--- src/rtl/countdown_timer_if.sv ---
// Control/status bundle for countdown_timer: load/start/stop/enable/mode in, count and status flags out.
// The controller drives through master; the timer sits on slave.
interface countdown_timer_if #(
  parameter int WIDTH = 16
);
  logic [WIDTH-1:0] count_in;
  logic             load;
  logic             start;
  logic             stop;
  logic             en;
  logic             mode;
  logic [WIDTH-1:0] count_out;
  logic             busy;
  logic             expire;
  logic             done;

  modport master (
    output count_in, load, start, stop, en, mode,
    input  count_out, busy, expire, done
  );

  modport slave (
    input  count_in, load, start, stop, en, mode,
    output count_out, busy, expire, done
  );
endinterface

--- src/rtl/countdown_timer.sv ---
// Loadable down-counter, one-shot or periodic; all outputs registered, one-cycle Expire pulse per expiry.
// No backpressure: commands act on the edge they are sampled, priority Reset > Stop > Load > Start > decrement.
module countdown_timer #(
  parameter int WIDTH = 16
) (
  input  logic             Clock,
  input  logic             Reset,
  countdown_timer_if.slave tmr
);

  typedef enum logic {IDLE, RUN} state_t;

  state_t           state, state_nxt;
  logic [WIDTH-1:0] count, count_nxt;
  logic [WIDTH-1:0] reload, reload_nxt;
  logic             mode_latched, mode_latched_nxt;
  logic             expire, expire_nxt;
  logic             done, done_nxt;

  always_ff @(posedge Clock) begin
    if (Reset) begin
      state        <= IDLE;
      count        <= '0;
      reload       <= '0;
      mode_latched <= 1'b0;
      expire       <= 1'b0;
      done         <= 1'b0;
    end else begin
      state        <= state_nxt;
      count        <= count_nxt;
      reload       <= reload_nxt;
      mode_latched <= mode_latched_nxt;
      expire       <= expire_nxt;
      done         <= done_nxt;
    end
  end

  always_comb begin
    state_nxt        = state;
    count_nxt        = count;
    reload_nxt       = reload;
    mode_latched_nxt = mode_latched;
    expire_nxt       = 1'b0;
    done_nxt         = done;

    if (tmr.stop && state == RUN) begin
      state_nxt = IDLE;
    end else if (tmr.load) begin
      reload_nxt = tmr.count_in;
      count_nxt  = tmr.count_in;
      done_nxt   = 1'b0;
      // Loading zero mid-run aborts quietly rather than expiring.
      if (state == RUN && tmr.count_in == '0) state_nxt = IDLE;
    end else if (tmr.start && state == IDLE && reload != '0) begin
      count_nxt        = reload;
      mode_latched_nxt = tmr.mode;
      done_nxt         = 1'b0;
      state_nxt        = RUN;
    end else if (state == RUN && tmr.en) begin
      if (count > WIDTH'(1)) begin
        count_nxt = count - WIDTH'(1);
      end else if (count == WIDTH'(1)) begin
        expire_nxt = 1'b1;
        if (mode_latched) begin
          count_nxt = reload;
        end else begin
          count_nxt = '0;
          done_nxt  = 1'b1;
          state_nxt = IDLE;
        end
      end
    end
  end

  assign tmr.count_out = count;
  assign tmr.busy      = (state == RUN);
  assign tmr.expire    = expire;
  assign tmr.done      = done;

endmodule

--- src/flat_wrapper.sv ---
// flat-port wrapper written by rule: the top's interface ports become plain ports
module countdown_timer_flat 
#(
  parameter int WIDTH = 16
)
  (Clock, Reset, tmr_count_in, tmr_load, tmr_start, tmr_stop, tmr_en, tmr_mode, tmr_count_out, tmr_busy, tmr_expire, tmr_done);
  countdown_timer_if #(.WIDTH(WIDTH)) tmr_i ();
  input  logic Clock;
  input  logic Reset;
  input wire logic [$bits(tmr_i.count_in)-1:0] tmr_count_in;
  input wire logic [$bits(tmr_i.load)-1:0] tmr_load;
  input wire logic [$bits(tmr_i.start)-1:0] tmr_start;
  input wire logic [$bits(tmr_i.stop)-1:0] tmr_stop;
  input wire logic [$bits(tmr_i.en)-1:0] tmr_en;
  input wire logic [$bits(tmr_i.mode)-1:0] tmr_mode;
  output wire logic [$bits(tmr_i.count_out)-1:0] tmr_count_out;
  output wire logic [$bits(tmr_i.busy)-1:0] tmr_busy;
  output wire logic [$bits(tmr_i.expire)-1:0] tmr_expire;
  output wire logic [$bits(tmr_i.done)-1:0] tmr_done;
  assign tmr_i.count_in = tmr_count_in;
  assign tmr_i.load = tmr_load;
  assign tmr_i.start = tmr_start;
  assign tmr_i.stop = tmr_stop;
  assign tmr_i.en = tmr_en;
  assign tmr_i.mode = tmr_mode;
  assign tmr_count_out = tmr_i.count_out;
  assign tmr_busy = tmr_i.busy;
  assign tmr_expire = tmr_i.expire;
  assign tmr_done = tmr_i.done;
  countdown_timer #(.WIDTH(WIDTH)) u_core (.Clock(Clock), .Reset(Reset), .tmr(tmr_i));
endmodule
--- config.mk ---
export PLATFORM = sky130hd
export DESIGN_NAME = countdown_timer_flat
export DESIGN_NICKNAME = d
export VERILOG_FILES = /design/src/rtl/countdown_timer_if.sv /design/src/rtl/countdown_timer.sv /design/src/flat_wrapper.sv
export SDC_FILE = /design/constraint.sdc
export NUM_CORES = 1
export LEC_CHECK = 0
export CORE_MARGIN = 3
export CORE_UTILIZATION = 52
export DETAILED_ROUTE_END_ITERATION = 16
export PLACE_DENSITY = 0.83
export SETUP_SLACK_MARGIN = 0.4
export SYNTH_ARGS = -nofsm -noshare
export SYNTH_HDL_FRONTEND = slang
export SYNTH_SLANG_ARGS = --single-unit
--- constraint.sdc ---
create_clock -name Clock -period 2.65 [get_ports Clock]
set_clock_uncertainty 0.2 [all_clocks]
set_input_delay 0.265 -clock Clock [delete_from_list [all_inputs] [get_ports Clock]]
set_output_delay 0.265 -clock Clock [all_outputs]
set_load 0.01 [all_outputs]
== Word-level counts from Yosys, hierarchy flattened ==
Index checks and enable logic that the tools add are counted.
Widths: inputs -> output; s select.
Word-level totals
  input bits: 23
  output and inout bits: 19
  logic and storage cells: 53
  register bits: 36
Operators by class
  bitwise logic cells: 4
  order comparisons: 1
  $add $sub $neg: 1
  reductions and logical operators: 17
  equality and inequality tests: 4
  multiplexer cells: 20
Operator list (count)
  $mux 16: 6
  $eq 16x1->1 const B: 1
  $gt 16x1->1 const B: 1
  $logic_not 16->1: 1
  $reduce_bool 16->1: 1
  $sub 16x1->16 const B: 1
  $mux 1: 14
  $reduce_and 5->1: 2
  $reduce_and 3->1: 2
  $reduce_bool 3->1: 2
  $reduce_or 6->1: 1
  $logic_and 1x1->1: 5
  $not 1->1: 4
  $reduce_bool 4->1: 1
  $ne 3x2->1 const B: 1
  $ne 3x3->1 const B: 1
  $ne 2x1->1 const B: 1
  $reduce_and 2->1: 1
  $reduce_or 2->1: 1

== Depth between registers and ports, before layout ==
  word-level depth: 6
  gate-level depth with buffers: 8
  depth with buffers taken out: 7

== Worst setup path after synthesis ==
No wires, ideal clock.
  path type: reg-to-reg
  start: register u_core.reload[12]
  end: register u_core.count[0], in the netlist u_core.tmr.count_out[0]
  library setup time: 0.137 ns
  data required time: 2.313 ns
  period minus slack after synthesis: 2.324 ns
  slack: 0.326 ns
  buffers on the path: 2
  stages on the path, launching flop included: 7
  arrival time: 1.988 ns
  path through: dfxtp_1 > or4_4 > o41a_1 > buf_2 > buf_2 > o2111ai_1 > o221ai_1
Between the ends
  cells in the longest elaborated chain, start to end: 4
  elaborated cells on any way between the ends: 7
  those cells by class: 2 x mux; 5 x reduce/logical
RTL lines
  start: declaration: line countdown_timer.sv:15  | logic [WIDTH-1:0] reload, reload_nxt;
  start signal: assignment: line countdown_timer.sv:31  | reload <= reload_nxt;
  $reduce_bool 16->1 (*): line countdown_timer.sv:54  | end else if (tmr.start && state == IDLE && reload != '0) begin
  $logic_and 1x1->1 (*): line countdown_timer.sv:54
  $reduce_bool 4->1 (no source line), or another cell as far along
  $reduce_and 3->1 (no source line) or $mux 16 (tied branches)
  end signal: assignment: line countdown_timer.sv:30  | count <= count_nxt;
  end: declaration: line countdown_timer.sv:14  | logic [WIDTH-1:0] count, count_nxt;
Mark *: on every way between the ends. The rest lies on a longest branch, timed or not.
A chain may end at the register's enable or synchronous reset.

== Worst setup path after layout ==
  start: register u_core.reload[4]
  end: register u_core.count[3], in the netlist u_core.tmr.count_out[3]
Same word-level chain as after synthesis.

==> summary.md <==
| Metric | Value |
|---|---|
| Critical path class | flop to flop |
| Cell with the most instances after synthesis | nand2_1 |
| First-pass GRT wire length | 12600 um |
| DIE WIDTH | 71.9 um |
| Via count | 3075 |
| Worst Max-Slew Pin Slew | 0.731 ns |
| Antenna cells | 0 |
| Max_cap viols | 0 |
| Largest family of logic cells by synthesized area | compound AO/OA/AOI/OAI gates |
| Drt first pass iters | 6 |
| DRT iter0 DRCs | 626 |
| Site row count | 23 |
| Placed inst area | 2720 um2 |
| Post-synthesis mux area share | 0.443% |
| Synth Area in Simple Gates | 26.4% |
| Worst Hold Class | flop to flop |
| Fin nets | 372 |
| Starting Density | 55.2% |
| Synth async-reset ratio | 0% |
| Leak | 0.00119 uW |
| Final setup fails | 0 |
| Final Max Tran Viols | 0 |
| F_max | 0.392 GHz |
| # port buffers | 41 |
| I/O pins | 42 |
| Die area | 5170 um2 |
| Total negative slack | 0 ns |
| RSZ-0062 raised after global routing | yes |
| Seq cells post-synth | 36 |
| Sequential share of the synthesized area | 31.9% |
| Number of CTS-inserted buffers | 5 |
| Final wirelength | 9640 um |
| Mapped Cells | 286 |
| Top post-synthesis cells by area | dfxtp_1 (32%), nand2_1 (9.3%), a21oi_1 (4.2%) |
| Share of cells above drive strength 1 | 28.2% |
| Vias in the first global route | 2477 |
| GR Overflow Total | 0 |
| Clock Tree Buf Depth | 2 |
| Core Area | 4090 um2 |
| Hold violation total from the final report | 0 |
| Largest area contributor in the netlist | dfxtp_1 |
| Fill cells | 256 |
| Pwr/cell area | 595 nW/um2 |
| Initial antenna violation count | 0 |
| Leading cell types by count after synthesis | nand2_1 (56), dfxtp_1 (36), a21oi_1 (19), clkbuf_1 (16), nor3_1 (15) |
| CTS H-tree lvls | 2 |
| Cell variety after synth | 50 |
| Status | finished, final reports clean |
| XOR/XNOR Fraction of Synth Area | 3.88% |
| Syn-to-layout area delta | 45.8% |
| Clk root buf | clkbuf_8 |
| Slew margin rel. | 50.9% |
| Mean number of vias per cell | 7.73 |
| Compound-gate portion of the synthesized area | 30.9% |
| Synth Flop Type | dfxtp_1 |
| Post-Syn Area | 2260 um2 |
| Syn_nets | 311 |
| Synthesis Warnings | 0 |
| Worst endpoint required time | 2.61 ns |
| Min Tclk post-route | 2.55 ns |
| Endpoint class of the critical path | flop |
| Per-cell routed wire length | 24.2 um |
| Post-DP HPWL | 4900 um |
| Post-layout util | 80.6% |
| Post-synth EDFFs | 0 |
| Syn avg cell area | 7.89 um2 |
| Drc violations | 0 |
| CP max FO | 7 |
| Period utilization | 96.3% |
| Min Hold Slack | 0.293 ns |
| Largest net degree at the start of global routing | 25 |
| CTS Hold Bufs | 0 |
| Die Y | 71.9 um |
| CTS sink cnt | 36 |
| Peak supply drop | 0.565 mV |
| Clock Latency Late Sink | 0.30 ns |
| Total GRT Usage | 31.2% |
| Antenna viol nets, final | 0 |
| CTS clk-pin slew, worst paths | 0.08 ns |
| CTS tree | done |
| RePlAce Congestion | 0.953 |
| Adder-Cell Fraction of Synth Area | 1.11% |
| Worst EP arrival | 2.52 ns |
| Startpoint types | flop |
| Cell area after layout | 3290 um2 |
| Synth top area share | 31.9% |
==> report_power, final <==
part	internal, uW	total [uW]	switching (uW)
logic	378	848	470
registers	593	679	86.2
clock network	213	432	220
==> cell usage in the layout, fill, tap and decap left out, types with 5 or more instances in the layout <==
master           Yosys  final
a311oi_2             4      7
nor2_1               8      6
o2111ai_1            7      5
o221ai_2             0      6
nand2_1             56     55
a21o_1               5      5
a22oi_1              9      9
dfxtp_1             36     29
buf_4                0     25
nor3_1              15     12
or4_4                2      5
or3_1                5      5
dfxtp_2              0      7
nand3_1              6      6
a21oi_1             19     18
buf_6                2      7
xor2_1               7      7
clkbuf_8             0      6
clkdlybuf4s50_1      0     41
nor4_1               8      6
==> stage by stage <==
stage	total power (uW)	std cells	setup WS [ns]
detailed placement	1270	366	0.153
global route	2000	398	0.0673
floorplan	1060	286	0.381
finish	1960	398	0.0968
global placement	1270	366	0.213
CTS	1780	385	0.317
==> registers in the layout, indices dropped and copies added (netlist names) <==
signal / flops
u_core.tmr.done: 1
u_core.tmr.busy: 1
u_core.tmr.count_out: 16
u_core.reload: 16
u_core.tmr.expire: 1
u_core.mode_latched: 1
==> per-layer routing <==
layer	track usage [%]	wire [um]
met5	0	0
met2	48.7	4140
met1	41.9	3640
met3	6.03	1300
met4	13.6	564
==> worst paths after layout <==
check | from | depth (start not counted) | slack [ns] | endpoint
min reg2reg | u_core.reload[3] | 2 | 0.29 | u_core.reload[3]
min | u_core.reload[3] | 2 | 0.29 | u_core.reload[3]
max | u_core.reload[4] | 7 | 0.1 | u_core.tmr.count_out[3]
max reg2reg | u_core.reload[4] | 7 | 0.1 | u_core.tmr.count_out[3]
==> cell type report <==
| class | count | area [um2] | area share, % |
|---|---|---|---|
| flip-flops and latches | 36 | 729 | 22.2 |
| well taps | 50 | 62.6 | 1.90 |
| multi-input cells | 224 | 1670 | 50.8 |
| clock buffers | 8 | 90.1 | 2.74 |
| repair buffers | 75 | 719 | 21.9 |
| inverters | 5 | 18.8 | 0.570 |
==> timing repair <==
action	in CTS	in global routing
resized for setup	37	28
pin swaps	22	11
setup buffers	9	13
cloned	2	0
setup endpoints to repair	17	19
==> critical path: stages (launching register included) <==
cell and delay [ns]:
dfxtp_2 0.33, or4_4 0.53, o41a_1 0.46, buf_6 0.17, buf_6 0.14, o211ai_4 0.27
buf_4 0.17, o221ai_1 0.14
==> logic make-up (layout without fill, tap and decap cells) <==
logic type | after synthesis | count (layout)
compound gates | 89 | 89
xor+xnor | 10 | 10
fa+ha+maj | 2 | 2
buf+inv | 27 | 88
flops | 36 | 36
mux | 1 | 1
simple gates | 121 | 122
Note: power is estimated with default switching activity, not from simulation.
